File: config.mk
export PLATFORM = sky130hd
export DESIGN_NAME = muldiv_seq
export DESIGN_NICKNAME = d
export VERILOG_FILES = /design/src/rtl/muldiv_seq.sv
export SDC_FILE = /design/constraint.sdc
export NUM_CORES = 1
export LEC_CHECK = 0
export BUFFER_PORTS_ARGS = -buffer_cell sky130_fd_sc_hd__buf_2
export CAP_MARGIN = 20
export CORE_UTILIZATION = 62
export DETAILED_ROUTE_END_ITERATION = 8
export PLACE_DENSITY = 0.81
export SLEW_MARGIN = 20
export SYNTH_ARGS = -nofsm -noshare
export SYNTH_HDL_FRONTEND = slang
export SYNTH_SLANG_ARGS = --single-unit
File: constraint.sdc
create_clock -name clk -period 3.7 [get_ports clk]
set_input_delay 0.185 -clock clk [delete_from_list [all_inputs] [get_ports clk]]
set_output_delay 0.185 -clock clk [all_outputs]
set_load 0.02 [all_outputs]
File: src/rtl/muldiv_seq.sv
// Multi-cycle unsigned multu/divu sequencer holding HI/LO; stalls the core while an op is in flight.
// Optional macro MULDIV_EARLY_TERM_EN: multiply finishes once no multiplier bits remain.
module muldiv_seq #(
  parameter int WIDTH = 32
) (
  input  logic             clk,
  input  logic             rst_n,
  input  logic             start,
  input  logic [1:0]       op,
  input  logic [WIDTH-1:0] src_a,
  input  logic [WIDTH-1:0] src_b,
  output logic             stall,
  output logic             busy,
  output logic             done,
  output logic [WIDTH-1:0] hi,
  output logic [WIDTH-1:0] lo
);

  localparam int CW = (WIDTH > 1) ? $clog2(WIDTH) : 1;
  localparam logic [CW-1:0] LAST = CW'(WIDTH - 1);

  typedef enum logic [1:0] {S_IDLE, S_MUL, S_DIV, S_DONE} state_t;

  state_t state, state_nxt;

  logic               is_mul, is_div, b_zero, accept, mul_skip;
  logic               mul_last, div_last;
  logic [CW-1:0]      cnt;
  logic [2*WIDTH-1:0] mcand, acc, acc_nxt;
  logic [WIDTH-1:0]   mplier, divisor, rem, quo, rem_nxt, quo_nxt;
  logic [WIDTH:0]     rem_sh, trial;

  assign is_mul = (op == 2'd1);
  assign is_div = (op == 2'd2);
  assign b_zero = (src_b == '0);
  assign accept = start && (is_mul || is_div) && (state == S_IDLE || state == S_DONE);

`ifdef MULDIV_EARLY_TERM_EN
  assign mul_skip = b_zero;
  assign mul_last = (cnt == LAST) || (mplier[WIDTH-1:1] == '0);
`else
  assign mul_skip = 1'b0;
  assign mul_last = (cnt == LAST);
`endif
  assign div_last = (cnt == LAST);

  // One shift-add step and one restoring-divide step; trial[WIDTH] is the borrow.
  assign acc_nxt = mplier[0] ? (acc + mcand) : acc;
  assign rem_sh  = {rem, quo[WIDTH-1]};
  assign trial   = rem_sh - {1'b0, divisor};
  assign rem_nxt = trial[WIDTH] ? rem_sh[WIDTH-1:0] : trial[WIDTH-1:0];
  assign quo_nxt = {quo[WIDTH-2:0], ~trial[WIDTH]};

  always_ff @(posedge clk or negedge rst_n) begin
    if (!rst_n) state <= S_IDLE;
    else        state <= state_nxt;
  end

  always_comb begin
    state_nxt = state;
    case (state)
      S_IDLE, S_DONE: begin
        state_nxt = S_IDLE;
        if (accept) begin
          if (is_div) state_nxt = b_zero ? S_DONE : S_DIV;
          else        state_nxt = mul_skip ? S_DONE : S_MUL;
        end
      end
      S_MUL:   if (mul_last) state_nxt = S_DONE;
      S_DIV:   if (div_last) state_nxt = S_DONE;
      default: state_nxt = S_IDLE;
    endcase
  end

  always_comb begin
    busy  = (state == S_MUL) || (state == S_DIV);
    done  = (state == S_DONE);
    stall = busy || accept;
  end

  always_ff @(posedge clk or negedge rst_n) begin
    if (!rst_n) begin
      cnt     <= '0;
      mcand   <= '0;
      acc     <= '0;
      mplier  <= '0;
      divisor <= '0;
      rem     <= '0;
      quo     <= '0;
    end else if (accept) begin
      cnt     <= '0;
      mcand   <= {{WIDTH{1'b0}}, src_a};
      acc     <= '0;
      mplier  <= src_b;
      divisor <= src_b;
      rem     <= '0;
      quo     <= src_a;
    end else if (state == S_MUL) begin
      cnt    <= cnt + 1'b1;
      acc    <= acc_nxt;
      mcand  <= {mcand[2*WIDTH-2:0], 1'b0};
      mplier <= {1'b0, mplier[WIDTH-1:1]};
    end else if (state == S_DIV) begin
      cnt <= cnt + 1'b1;
      rem <= rem_nxt;
      quo <= quo_nxt;
    end
  end

  // HI/LO change only on the edge that enters DONE.
  always_ff @(posedge clk or negedge rst_n) begin
    if (!rst_n) begin
      hi <= '0;
      lo <= '0;
    end else if (accept && is_div && b_zero) begin
      hi <= src_a;
      lo <= '1;
    end else if (accept && is_mul && mul_skip) begin
      hi <= '0;
      lo <= '0;
    end else if (state == S_MUL && mul_last) begin
      {hi, lo} <= acc_nxt;
    end else if (state == S_DIV && div_last) begin
      hi <= rem_nxt;
      lo <= quo_nxt;
    end
  end

endmodule

# After elaboration in Yosys (flattened, before gate mapping)
# Index checks and enable logic that the tools add are counted.
[word_totals] word_cells=69 regBits=327 inputBits=69 output_inout_bits=67
[classes] n_mux=28 n_eq_ne=8 n_bitwise=1 addsub=3 reduce_logical=19
[op_table] cell="two-way mux 32 bit" n=15
[op_table] cell="two-way mux 64 bit" n=5
[op_table] cell="adder 64 bit" n=1
[op_table] cell="subtractor 33 x 32 -> 33 bit" n=1
[op_table] cell="logical NOT 32 bit" n=1
[op_table] cell="two-way mux 5 bit" n=3
[op_table] cell="equality test 2 bit (second input constant)" n=3
[op_table] cell="logical AND 1 bit" n=6
[op_table] cell="two-way mux 2 bit" n=3
[op_table] cell="nonzero test 3 bit" n=2
[op_table] cell="adder 5 x 1 -> 5 bit (second input constant)" n=1
[op_table] cell="equality test 5 bit (second input constant)" n=1
[op_table] cell="equality test 2 x 1 -> 1 bit (second input constant)" n=2
[op_table] cell="logical OR 1 bit" n=4
[op_table] cell="case mux 2 bit (2 select lines)" n=1
[op_table] cell="nonzero test 2 bit" n=2
[op_table] cell="OR reduction 2 bit" n=2
[op_table] cell="logical NOT 2 bit" n=1
[op_table] cell="inequality test 2 x 1 -> 1 bit (second input constant)" n=1
[op_table] cell="inequality test 2 bit (second input constant)" n=1
[op_table] cell="AND reduction 2 bit" n=1
[op_table] cell="two-way mux 1 bit" n=1
[op_table] cell="inverter 1 bit" n=1

# Depth between registers and ports, before layout
# Gate-level depths: netlist of run 1.
[depth] depth_word=7 ltp_mapped=17 ltp_nobuf=15

# Worst setup path before layout of run 1
# OpenSTA, ideal clock, no wires.
[synth_timing] path_type="reg-to-reg" start="reg mcand[9]" end="reg acc[57]" required_time_ns=3.568 arrival_ns=3.158 path_stages_with_launch=13 n_path_buf=0 slack_ns=0.411 synth_period_minus_slack_ns=3.289 setup_time_ns=0.132 cell_sequence="dfrtp_1 -> ha_1 -> and3_4 -> nand3_2 -> or4_1 -> o21ai_2 -> a31oi_2 -> o41ai_4 -> a311oi_4 -> o311ai_4 -> a21oi_4 -> o21ai_1 -> or3b_1"
[synth_via] elab_chain_len=4
[synth_rtl] element="from (decl)" line_no="29" source="logic [2*WIDTH-1:0] mcand, acc, acc_nxt;"
[synth_rtl] element="from (signal assigned)" line_no="92" source="mcand <= {{WIDTH{1'b0}}, src_a};"
[synth_rtl] element="from (signal assigned)" line_no="101" source="mcand <= {mcand[2*WIDTH-2:0], 1'b0};"
[synth_rtl] element="adder 64 bit" line_no="48" source="assign acc_nxt = mplier[0] ? (acc + mcand) : acc;"
[synth_rtl] element="two-way mux 64 bit" line_no="48"
[synth_rtl] element="two-way mux 64 bit" line_no="98" source="end else if (state == S_MUL) begin"
[synth_rtl] element="two-way mux 64 bit" line_no="90" source="end else if (accept) begin"
[synth_rtl] element="to (signal assigned)" line_no="100" source="acc <= acc_nxt;"
[synth_rtl] element="to (decl)" line_no="29"
# Every way passes these cells. The select of a mux whose other input is x is not followed.
# A chain may end at the register's enable or synchronous reset.

# Worst setup path after layout of run 1
# Same ends and word-level chain as after synthesis.

==> impl_metrics.json, run 1 <==
{
  "outcome": "completed",
  "fin_crit_sh": 0.973,
  "place_inst": 2835,
  "slowest_delay_ps": 550,
  "vias_per_cell": 6.42,
  "dieArea_um2": 33800,
  "met2_usage": 0.587,
  "clk_pin_slew_ps": 60,
  "die_h_um": 184,
  "cp.required_ps": 4140,
  "ctsLongestPathBuffers": 3,
  "hold_ws_ps": 25.5,
  "drc": 0,
  "reg2reg_to": "acc[57]",
  "setup_viol": 0,
  "grt_antenna_before_repair": 3,
  "yosysSeqAreaShare": 0.399,
  "ir_drop_mv": 0.486,
  "synthCells": 2331,
  "power_frac_clock": 0.241,
  "synth-edff-count": 0,
  "ys_types": 85,
  "place.gp.congestion": 0.986,
  "synth_most_common_cell": "dfrtp_1",
  "nNetsFinal": 2669,
  "synth_top_area_share": 0.399,
  "n_antenna_cell": 0,
  "leakagePower_nw": 11.1,
  "hold_class": "in -> reg",
  "instances_no_fill": 2967,
  "fin_setup_tns_ps": 0,
  "io_buffers": 135,
  "p_sw_mw": 6.23,
  "gr-usage-met1": 0.565,
  "finalCriticalPeriod_ps": 3600,
  "ys_top_cells_by_count": "327 x dfrtp_1, 325 x nand2_1, 241 x o21ai_0",
  "fin_worst_skew_ps": 18.5,
  "crit_end": "acc[57]",
  "p_comb_frac": 0.424,
  "timing.rr.start": "mcand[9]",
  "htreeDepth": 2,
  "ys_seq_elements": 327,
  "cts_tree": "yes",
  "power_frac_seq": 0.335,
  "finalHoldViolations": 0,
  "syn-mean-instance-area_um2": 8.79,
  "sw_frac_of_total": 0.404,
  "routedWlPerCell_um": 22.6,
  "drv_slew": 0,
  "worstSetupStartpointType": "flop",
  "cp_data_arrival_time_ps": 4040,
  "route.vias.total": 19000,
  "ys_warn_count": 0,
  "syn_area_um2": 20500,
  "ant_nets": 0,
  "cap_violations": 0,
  "synth.area.top_cells": "dfrtp_1 40%, mux2i_1 7.4%, ha_1 6.2%",
  "cts_made_buffers": 38,
  "rr_worst_depth": 12,
  "met3_usage": 0.0735,
  "core_um2": 32500,
  "clock-sinks": 327,
  "cp_top_family": "compound AO/OA/AOI/OAI gates",
  "reg2reg_slack_ps": 100,
  "clkLatencyLatePin_ps": 570,
  "syn2layout_area_growth_pct": 15.2,
  "grt.total_usage": 0.399,
  "start_util": 0.630,
  "p_int_mw": 9.17,
  "syn_nets": 2503,
  "core.rowCount": 66,
  "path_buf_inv": 0,
  "synth_top_cell_by_area": "dfrtp_1",
  "grt_most_used_layer": "met2",
  "drive_gt1_frac": 0.131,
  "fmax_mhz": 278,
  "cts-root-buf": "clkbuf_16",
  "crit_path_max_fanout": 6,
  "first_iter_violations": 1858,
  "async_flop_share": 1.00,
  "io_pins": 136,
  "crit_chain": "ha_1 -> and3_4 -> nand3_2 -> or4_1 -> o21ai_2 -> a31oi_2 -> o41ai_4 -> a311oi_4 -> o311ai_4 -> a21oi_4 -> o21ai_1 -> or3b_1",
  "p_per_area_nw_per_um2": 652,
  "grt_max_degree": 111,
  "routed_wirelength_um": 67200,
  "grt_pass1_wl_um": 102000,
  "dpl_worst_slack_ps": 52.4,
  "place_hpwl_um": 47900,
  "grt_pass1_vias": 17900,
  "grt-ovfl-total": 0,
  "cp_num_cells": 12,
  "crit_start": "mcand[9]",
  "layout_setup_ws_ps": 101,
  "dr.pass1.iters": 5,
  "synth_flop_cell": "dfrtp_1",
  "slew_headroom": 0.380,
  "endpoint_kind": "flop",
  "crit_slowest_cell": "or4_1",
  "die_w_um": 184,
  "tightestPinTransition_ps": 930,
  "path_class": "reg -> reg"
}
layer usage:
| metal | vias up | wire, µm |
|---|---|---|
| met5 | - | 26 |
| met4 | 4 | 3450 |
| met3 | 171 | 5660 |
| met2 | 917 | 28900 |
| met1 | 9241 | 29100 |
| li1 | 8701 | - |
what timing repair did:
action / 4_1_cts / 5_1_grt
endpoints found under the setup margin: 0 / 27
setup buffers: 0 / 9
hold buffers: 55 / 0
hold endpoints to repair: 201 / 0
gates resized for setup: 0 / 15
worst min path at each step:
stage | end | startpoint | slack [ps] | cells after the start
floorplan | acc[0] | rst_n | -110 | 0
global placement | divisor[23] | rst_n | 340 | 1
detailed placement | divisor[23] | rst_n | 350 | 1
finish | hi[16] | src_a[16] | 30 | 4
global route | hi[16] | src_a[16] | 20 | 4
CTS | hi[16] | src_a[16] | 2 | 4
power groups by stage:
| stage | registers, mW | clock network, mW | logic (mW) |
|---|---|---|---|
| final | 5.16 | 3.71 | 6.53 |
| after global routing | 5.25 | 3.86 | 7.16 |
| after CTS | 5.13 | 3.73 | 6.35 |
| after detailed placement | 5.18 | 0 | 6.22 |
| after global placement | 5.13 | 0 | 6.11 |
| after floorplan | 4.97 | 0 | 4.67 |
metrics by stage:
stage / power, mW / util / area [µm²]
6_report: 15.4 / 0.726 / 23600
2_1_floorplan: 9.64 / - / 20500
4_1_cts: 15.2 / 0.722 / 23500
5_1_grt: 16.3 / 0.726 / 23600
3_5_place_dp: 11.4 / 0.668 / 21700
3_3_place_gp: 11.2 / 0.668 / 21700
flip-flops by register name, indices dropped and copies added, names as in the netlist:
name	flops
state	2
rem	32
hi	32
cnt	5
quo	32
mplier	32
divisor	32
acc	64
lo	32
mcand	64
final cells by class:
class	count	area, µm²
sequential	327	8180
tap	442	553
multi-input combinational	1789	11400
timing repair buffer	278	2000
clock buffer	55	1120
clock inverter	13	105
inverter	63	236
fill	2461	8910
worst register-to-register path: cells and delay by family (launching register included):
family / cells / cell delay [ps]
AOI/OAI and AO/OA: 7 / 1440
DFF: 1 / 400
adders and majority gates: 1 / 380
and+or+nand+nor: 4 / 1260
cell families (layout without fill, tap and decap cells):
| logic type | Yosys count | count (layout) | share of synthesized area |
|---|---|---|---|
| AOI/OAI and AO/OA | 781 | 781 | 0.237 |
| and+or+nand+nor | 671 | 671 | 0.143 |
| DFF | 327 | 327 | 0.399 |
| buffers and inverters | 215 | 409 | 0.0481 |
| muxes | 152 | 152 | 0.0742 |
| adders and majority gates | 103 | 103 | 0.0636 |
| xor gates and xnor gates | 82 | 82 | 0.0350 |
cell usage in the layout, fill, tap and decap left out, types with 7 or more instances in the layout:
master / instances
buf_2: 134
o21ai_0: 239
nand3_1: 27
nand4_1: 23
and2_1: 8
nor2b_1: 9
o21bai_1: 21
a31oi_1: 19
a211oi_1: 52
nor2_1: 181
nand2_1: 323
nor3_1: 17
dlygate4sd3_1: 55
a221oi_1: 11
dfrtp_1: 326
a21oi_1: 214
buf_4: 80
nor4_1: 12
and3_1: 22
clkinv_2: 7
o22ai_1: 8
a21o_1: 81
o21a_1: 16
buf_12: 8
clkbuf_8: 8
o211ai_1: 30
inv_1: 63
xnor2_1: 48
clkbuf_16: 39
ha_1: 100
nand2b_1: 9
mux2i_1: 152
clkbuf_1: 8
xor2_1: 34
Power figures use the tool's default switching activity.
==> run 2, diff against run 1 <==
==> constraint.sdc (replaced) <==
create_clock -name clk -period 3.8 [get_ports clk]
set_input_delay 0.19 -clock clk [delete_from_list [all_inputs] [get_ports clk]]
set_output_delay 0.19 -clock clk [all_outputs]
set_load 0.02 [all_outputs]
==> run 2 against run 1 <==
Against the previous run: clock skew rose by 5.5 ps; first-iteration DRC count rose by 1.1%; largest power group unchanged; design area fell by 1.4%; critical endpoint unchanged; largest cell class unchanged.
==> impl_metrics.json, run 2 (synthesis results as in run 1) <==
{
  "outcome": "completed",
  "leakagePower_nw": 10.9,
  "finalHoldViolations": 0,
  "nNetsFinal": 2634,
  "n_antenna_cell": 0,
  "instances_no_fill": 2926,
  "first_iter_violations": 1878,
  "drc": 0,
  "finalCriticalPeriod_ps": 3630,
  "die_w_um": 184,
  "path_class": "reg -> reg",
  "crit_path_max_fanout": 6,
  "fin_crit_sh": 0.955,
  "fin_setup_tns_ps": 0,
  "grt.total_usage": 0.392,
  "ir_drop_mv": 0.453,
  "grt_antenna_before_repair": 0,
  "min_from": "src_a[29]",
  "grt_pass1_vias": 17900,
  "reg2reg_to": "acc[57]",
  "clkLatencyLatePin_ps": 540,
  "route.vias.total": 18900,
  "routedWlPerCell_um": 22.6,
  "wl_met1_um": 29100,
  "hold_ws_ps": 22.7,
  "clock-sinks": 327,
  "cts-root-buf": "clkbuf_16",
  "cts_tree": "yes",
  "syn2layout_area_growth_pct": 13.6,
  "cp.required_ps": 4210,
  "layout_common_cells": "326 x dfrtp_1, 323 x nand2_1, 240 x o21ai_0",
  "dpl_worst_slack_ps": 76.3,
  "largest_registers": "acc x64, mcand x64",
  "io_buffers": 135,
  "routed_wirelength_um": 66200,
  "worstSetupStartpointType": "flop",
  "ant_nets": 0,
  "die_h_um": 184,
  "final_cell_area_um2": 23300,
  "rr_worst_depth": 12,
  "io_pins": 136,
  "hold_class": "in -> reg",
  "dr.pass1.iters": 6,
  "core_um2": 32500,
  "rsz0062_at_grt": "no",
  "timing.rr.start": "acc[9]",
  "final_common_cell": "dfrtp_1",
  "fin_worst_skew_ps": 23.9,
  "fin_util": 0.716,
  "cts_made_buffers": 37,
  "setup_viol": 0,
  "p_total_mw": 14.8,
  "grt_pass1_wl_um": 101000,
  "layout_setup_ws_ps": 172,
  "slew_headroom": 0.357,
  "drive_gt1_frac": 0.118,
  "p_per_area_nw_per_um2": 638,
  "fmax_mhz": 276,
  "place_inst": 2813,
  "wl_met3_um": 5610,
  "num-fill-cells": 2488,
  "cap_violations": 0,
  "htreeDepth": 2,
  "crit_start": "acc[9]",
  "top_layer": "met4",
  "tightestPinTransition_ps": 965,
  "crit_end": "acc[57]",
  "clk_pin_slew_ps": 60,
  "wl_met2_um": 28000,
  "dieArea_um2": 33800,
  "endpoint_kind": "flop",
  "crit_chain": "ha_2 -> and3_4 -> nand3_2 -> or4_1 -> o21ai_2 -> a31oi_2 -> o41ai_4 -> a311oi_4 -> o311ai_4 -> a21oi_4 -> o21ai_1 -> or3b_1",
  "drv_slew": 0,
  "grt-ovfl-total": 0,
  "crit_slowest_cell": "or4_1",
  "start_util": 0.630,
  "grt_max_degree": 141,
  "cp_data_arrival_time_ps": 4030,
  "dpl_cell_area_um2": 21500,
  "slowest_delay_ps": 550,
  "place.gp.congestion": 0.976,
  "core.rowCount": 66,
  "reg2reg_slack_ps": 170,
  "place_hpwl_um": 47600,
  "vias_per_cell": 6.44,
  "ctsLongestPathBuffers": 3
}
-- run 2: changes by cell type in the layout (fill, tap and decap cells not counted), moves of 3 or more --
| cell | delta |
|---|---|
| dlygate4sd3_1 | -7 |
| clkinv_2 | -3 |
| buf_4 | -25 |
| clkbuf_8 | -5 |
| clkinvlp_4 | -3 |
-- run 2: final cells by class --
| type | instances | area (µm²) | share of cell area |
|---|---|---|---|
| tap | 442 | 553 | 0.0237 |
| sequential | 327 | 8180 | 0.351 |
| clock buffer | 50 | 1050 | 0.0450 |
| clock inverter | 11 | 145 | 0.00623 |
| timing repair buffer | 244 | 1700 | 0.0730 |
| multi-input combinational | 1789 | 11400 | 0.491 |
| inverter | 63 | 236 | 0.0102 |
-- run 2: worst min path at each step --
stage                              to  cells after the start  slack (ps)
after CTS                    mcand[7]                      3           7
after detailed placement  divisor[23]                      1         290
after global placement    divisor[23]                      1         270
after floorplan                acc[0]                      0        -110
final                       mcand[29]                      3          20
after global routing        mcand[29]                      3          30
-- run 2: where the power goes --
part           leakage (nW)  internal [mW]  total (mW)  switching [mW]
Sequential             4.14           4.34        5.05           0.711
Clock                 0.587           2.13        3.60            1.46
Combinational          6.16           2.39        6.20            3.81
Total                  10.9           8.86        14.8            5.98
-- run 2: routing by layer --
| layer | vias to the layer above | track usage |
|---|---|---|
| met5 | - | 0 |
| met4 | 0 | 0.192 |
| met3 | 170 | 0.0646 |
| met2 | 887 | 0.573 |
| met1 | 9148 | 0.563 |
| li1 | 8646 | - |
-- run 2: worst max-delay path: cells and delay by family, from the launching register on --
kind | cells | cell delay [ps]
flops | 1 | 400
simple gates | 4 | 1250
fa+ha+maj | 1 | 390
compound gates | 7 | 1460
-- run 2: what timing repair did --
action / in CTS / in global routing
endpoints found under the setup margin: 0 / 17
hold endpoints to repair: 174 / 0
gates resized for setup: 0 / 11
hold buffers: 48 / 0
buffers inserted: 0 / 4
==> run 3, diff against run 2 <==
--- a/config.mk
+++ b/config.mk
@@ -5,11 +5,12 @@
 export SDC_FILE = /design/constraint.sdc
 export NUM_CORES = 1
 export LEC_CHECK = 0
+export ABC_AREA = 1
 export BUFFER_PORTS_ARGS = -buffer_cell sky130_fd_sc_hd__buf_2
 export CAP_MARGIN = 20
-export CORE_UTILIZATION = 62
+export CORE_UTILIZATION = 63
 export DETAILED_ROUTE_END_ITERATION = 8
-export PLACE_DENSITY = 0.81
+export PLACE_DENSITY = 0.82
 export SLEW_MARGIN = 20
 export SYNTH_ARGS = -nofsm -noshare
 export SYNTH_HDL_FRONTEND = slang
==> run 3 against run 2 <==
Against the previous run: utilization up 0.61 points; fmax up 13%; clock power up 5%; routed wire length up 30%; combinational power up 76%; area after synthesis up 13%; clock-buffer cell count up 1; register-to-register slack better by 400 ps; synthesized cell count up 51%; largest cell class unchanged.
==> impl_metrics.json, run 3 <==
{
  "finalCriticalPeriod_ps": 3220,
  "routed_wirelength_um": 86100,
  "tightestPinTransition_ps": 1040,
  "dpl_cell_area_um2": 24100,
  "syn-mean-instance-area_um2": 6.56,
  "place_hpwl_um": 62700,
  "syn_area_um2": 23100,
  "cts_setup_buffers": 0,
  "leakagePower_nw": 14.3,
  "worstSetupStartpointType": "flop",
  "fin_setup_tns_ps": 0,
  "ant_nets": 0,
  "layout_common_cells": "1270 x nand2_1, 605 x inv_1, 326 x dfrtp_1",
  "routedWlPerCell_um": 20.8,
  "hold_class": "in -> reg",
  "final_common_cell": "nand2_1",
  "syn2layout_area_growth_pct": 12.1,
  "ys_top_cells_by_count": "1271 x nand2_1, 606 x inv_1, 327 x dfrtp_1",
  "ys_warn_count": 0,
  "fin_crit_sh": 0.848,
  "setup_viol": 0,
  "start_util": 0.644,
  "crit_chain": "inv_1 -> ha_1 -> nand2_1 -> nor2_4 -> inv_2 -> nor2_1 -> nand2_1 -> buf_4 -> nand2_1 -> buf_4 -> inv_2 -> o21ai_0 -> o22a_1",
  "core.rowCount": 69,
  "core_um2": 35800,
  "synth.area.top_cells": "dfrtp_1 35%, nand2_1 21%, inv_1 9.9%",
  "cts-root-buf": "clkbuf_16",
  "synth_most_common_cell": "nand2_1",
  "cts_hold_buf": 47,
  "syn_nets": 3687,
  "ir_drop_mv": 0.830,
  "layout_setup_ws_ps": 577,
  "outcome": "completed",
  "die_h_um": 193,
  "place.gp.congestion": 1.09,
  "fin_worst_skew_ps": 41.2,
  "grt-ovfl-total": 0,
  "cts_made_buffers": 38,
  "io_pins": 136,
  "dpl_worst_slack_ps": 646,
  "path_buf_inv": 5,
  "synth_flop_cell": "dfrtp_1",
  "clock-sinks": 327,
  "route.vias.total": 25000,
  "synth_top_area_share": 0.355,
  "cts_resized": 0,
  "fmax_mhz": 310,
  "finalHoldViolations": 0,
  "hold_ws_ps": 21.8,
  "grt_antenna_before_repair": 2,
  "power_frac_seq": 0.270,
  "nNetsFinal": 3820,
  "endpoint_kind": "flop",
  "dieArea_um2": 37400,
  "p_int_mw": 9.97,
  "slowest_delay_ps": 510,
  "cp_data_arrival_time_ps": 3710,
  "drv_slew": 0,
  "p_sw_mw": 10.1,
  "clkLatencyLatePin_ps": 600,
  "grt_max_degree": 104,
  "io_buffers": 135,
  "largest_registers": "acc x64, mcand x64",
  "sw_frac_of_total": 0.503,
  "path_class": "reg -> reg",
  "p_comb_frac": 0.541,
  "slew_headroom": 0.303,
  "crit_path_max_fanout": 38,
  "ys_seq_elements": 327,
  "cp.required_ps": 4290,
  "cp_top_family": "buffers and inverters",
  "yosysSeqAreaShare": 0.355,
  "cap_violations": 0,
  "p_per_area_nw_per_um2": 776,
  "dr.pass1.iters": 7,
  "async_flop_share": 1.00,
  "final_cell_area_um2": 25900,
  "power_frac_clock": 0.189,
  "cts_tree": "yes",
  "htreeDepth": 2,
  "drc": 0,
  "first_iter_violations": 3101,
  "ys_types": 50,
  "grt_pass1_wl_um": 133000,
  "rsz0062_at_grt": "no",
  "vias_per_cell": 6.04,
  "grt.total_usage": 0.461,
  "synthCells": 3515,
  "grt_pass1_vias": 24300,
  "num-fill-cells": 2860,
  "synth-edff-count": 0,
  "die_w_um": 193,
  "synth_top_cell_by_area": "dfrtp_1",
  "clk_pin_slew_ps": 70,
  "crit_slowest_cell": "inv_2",
  "drive_gt1_frac": 0.0721,
  "path_common_cell": "nand2_1",
  "ctsLongestPathBuffers": 3
}
==> run 3: tightest hold or removal path: stages <==
cell	delay (ps)
buf_2	170
nand2_1	80
nand2_1	50
inv_1	40
nand2_1	40
==> run 3: power by group through the flow <==
| stage | registers, mW | clock network [mW] | logic, mW |
|---|---|---|---|
| floorplan | 5.13 | 0 | 7.55 |
| global placement | 5.31 | 0 | 10.0 |
| detailed placement | 5.36 | 0 | 10.3 |
| CTS | 5.33 | 3.76 | 10.4 |
| global route | 5.48 | 3.91 | 11.8 |
| finish | 5.42 | 3.79 | 10.9 |
==> run 3: layout make-up <==
class / count / area [µm²] / area share
Tap cell: 461 / 577 / 0.0223
Sequential cell: 327 / 8180 / 0.316
Antenna cell: 1 / 2.50 / 0.0000968
Multi-Input combinational cell: 2462 / 12100 / 0.469
Inverter: 614 / 2300 / 0.0891
Clock inverter: 18 / 228 / 0.00880
Clock buffer: 51 / 1040 / 0.0402
Timing Repair Buffer: 205 / 1400 / 0.0543
==> run 3: kinds of logic after synthesis <==
| kind of cell | Yosys count | share of synthesized area |
|---|---|---|
| and+or+nand+nor | 1819 | 0.322 |
| buffers and inverters | 726 | 0.121 |
| AOI/OAI and AO/OA | 497 | 0.129 |
| DFF | 327 | 0.355 |
| adders and majority gates | 103 | 0.0565 |
| xor gates and xnor gates | 43 | 0.0163 |
==> run 3: layer usage <==
metal,GRT usage,up-vias,part of all wire
li1,-,11400,-
met1,0.593,11500,0.37
met2,0.692,1753,0.42
met3,0.102,419,0.13
met4,0.324,0,0.083
met5,0.0115,-,0
==> run 3: worst paths after layout <==
check,to,from,depth (start not counted),slack (ps)
hold / removal,hi[30],src_a[30],5,20
hold reg to reg,mplier[1],mplier[1],2,510
max in group asynchronous,acc[61],rst_n,3,2510
setup / recovery,lo[10],state[0],13,580
setup reg to reg,lo[10],state[0],13,580
min in group asynchronous,mplier[7],rst_n,2,220
==> run 3: through the flow <==
stage,power [mW],util,instances
global placement,15.3,0.673,4022
detailed placement,15.6,0.673,4022
CTS,19.5,0.722,4138
finish,20.1,0.722,4139
floorplan,12.7,-,3515
global route,21.2,0.722,4139
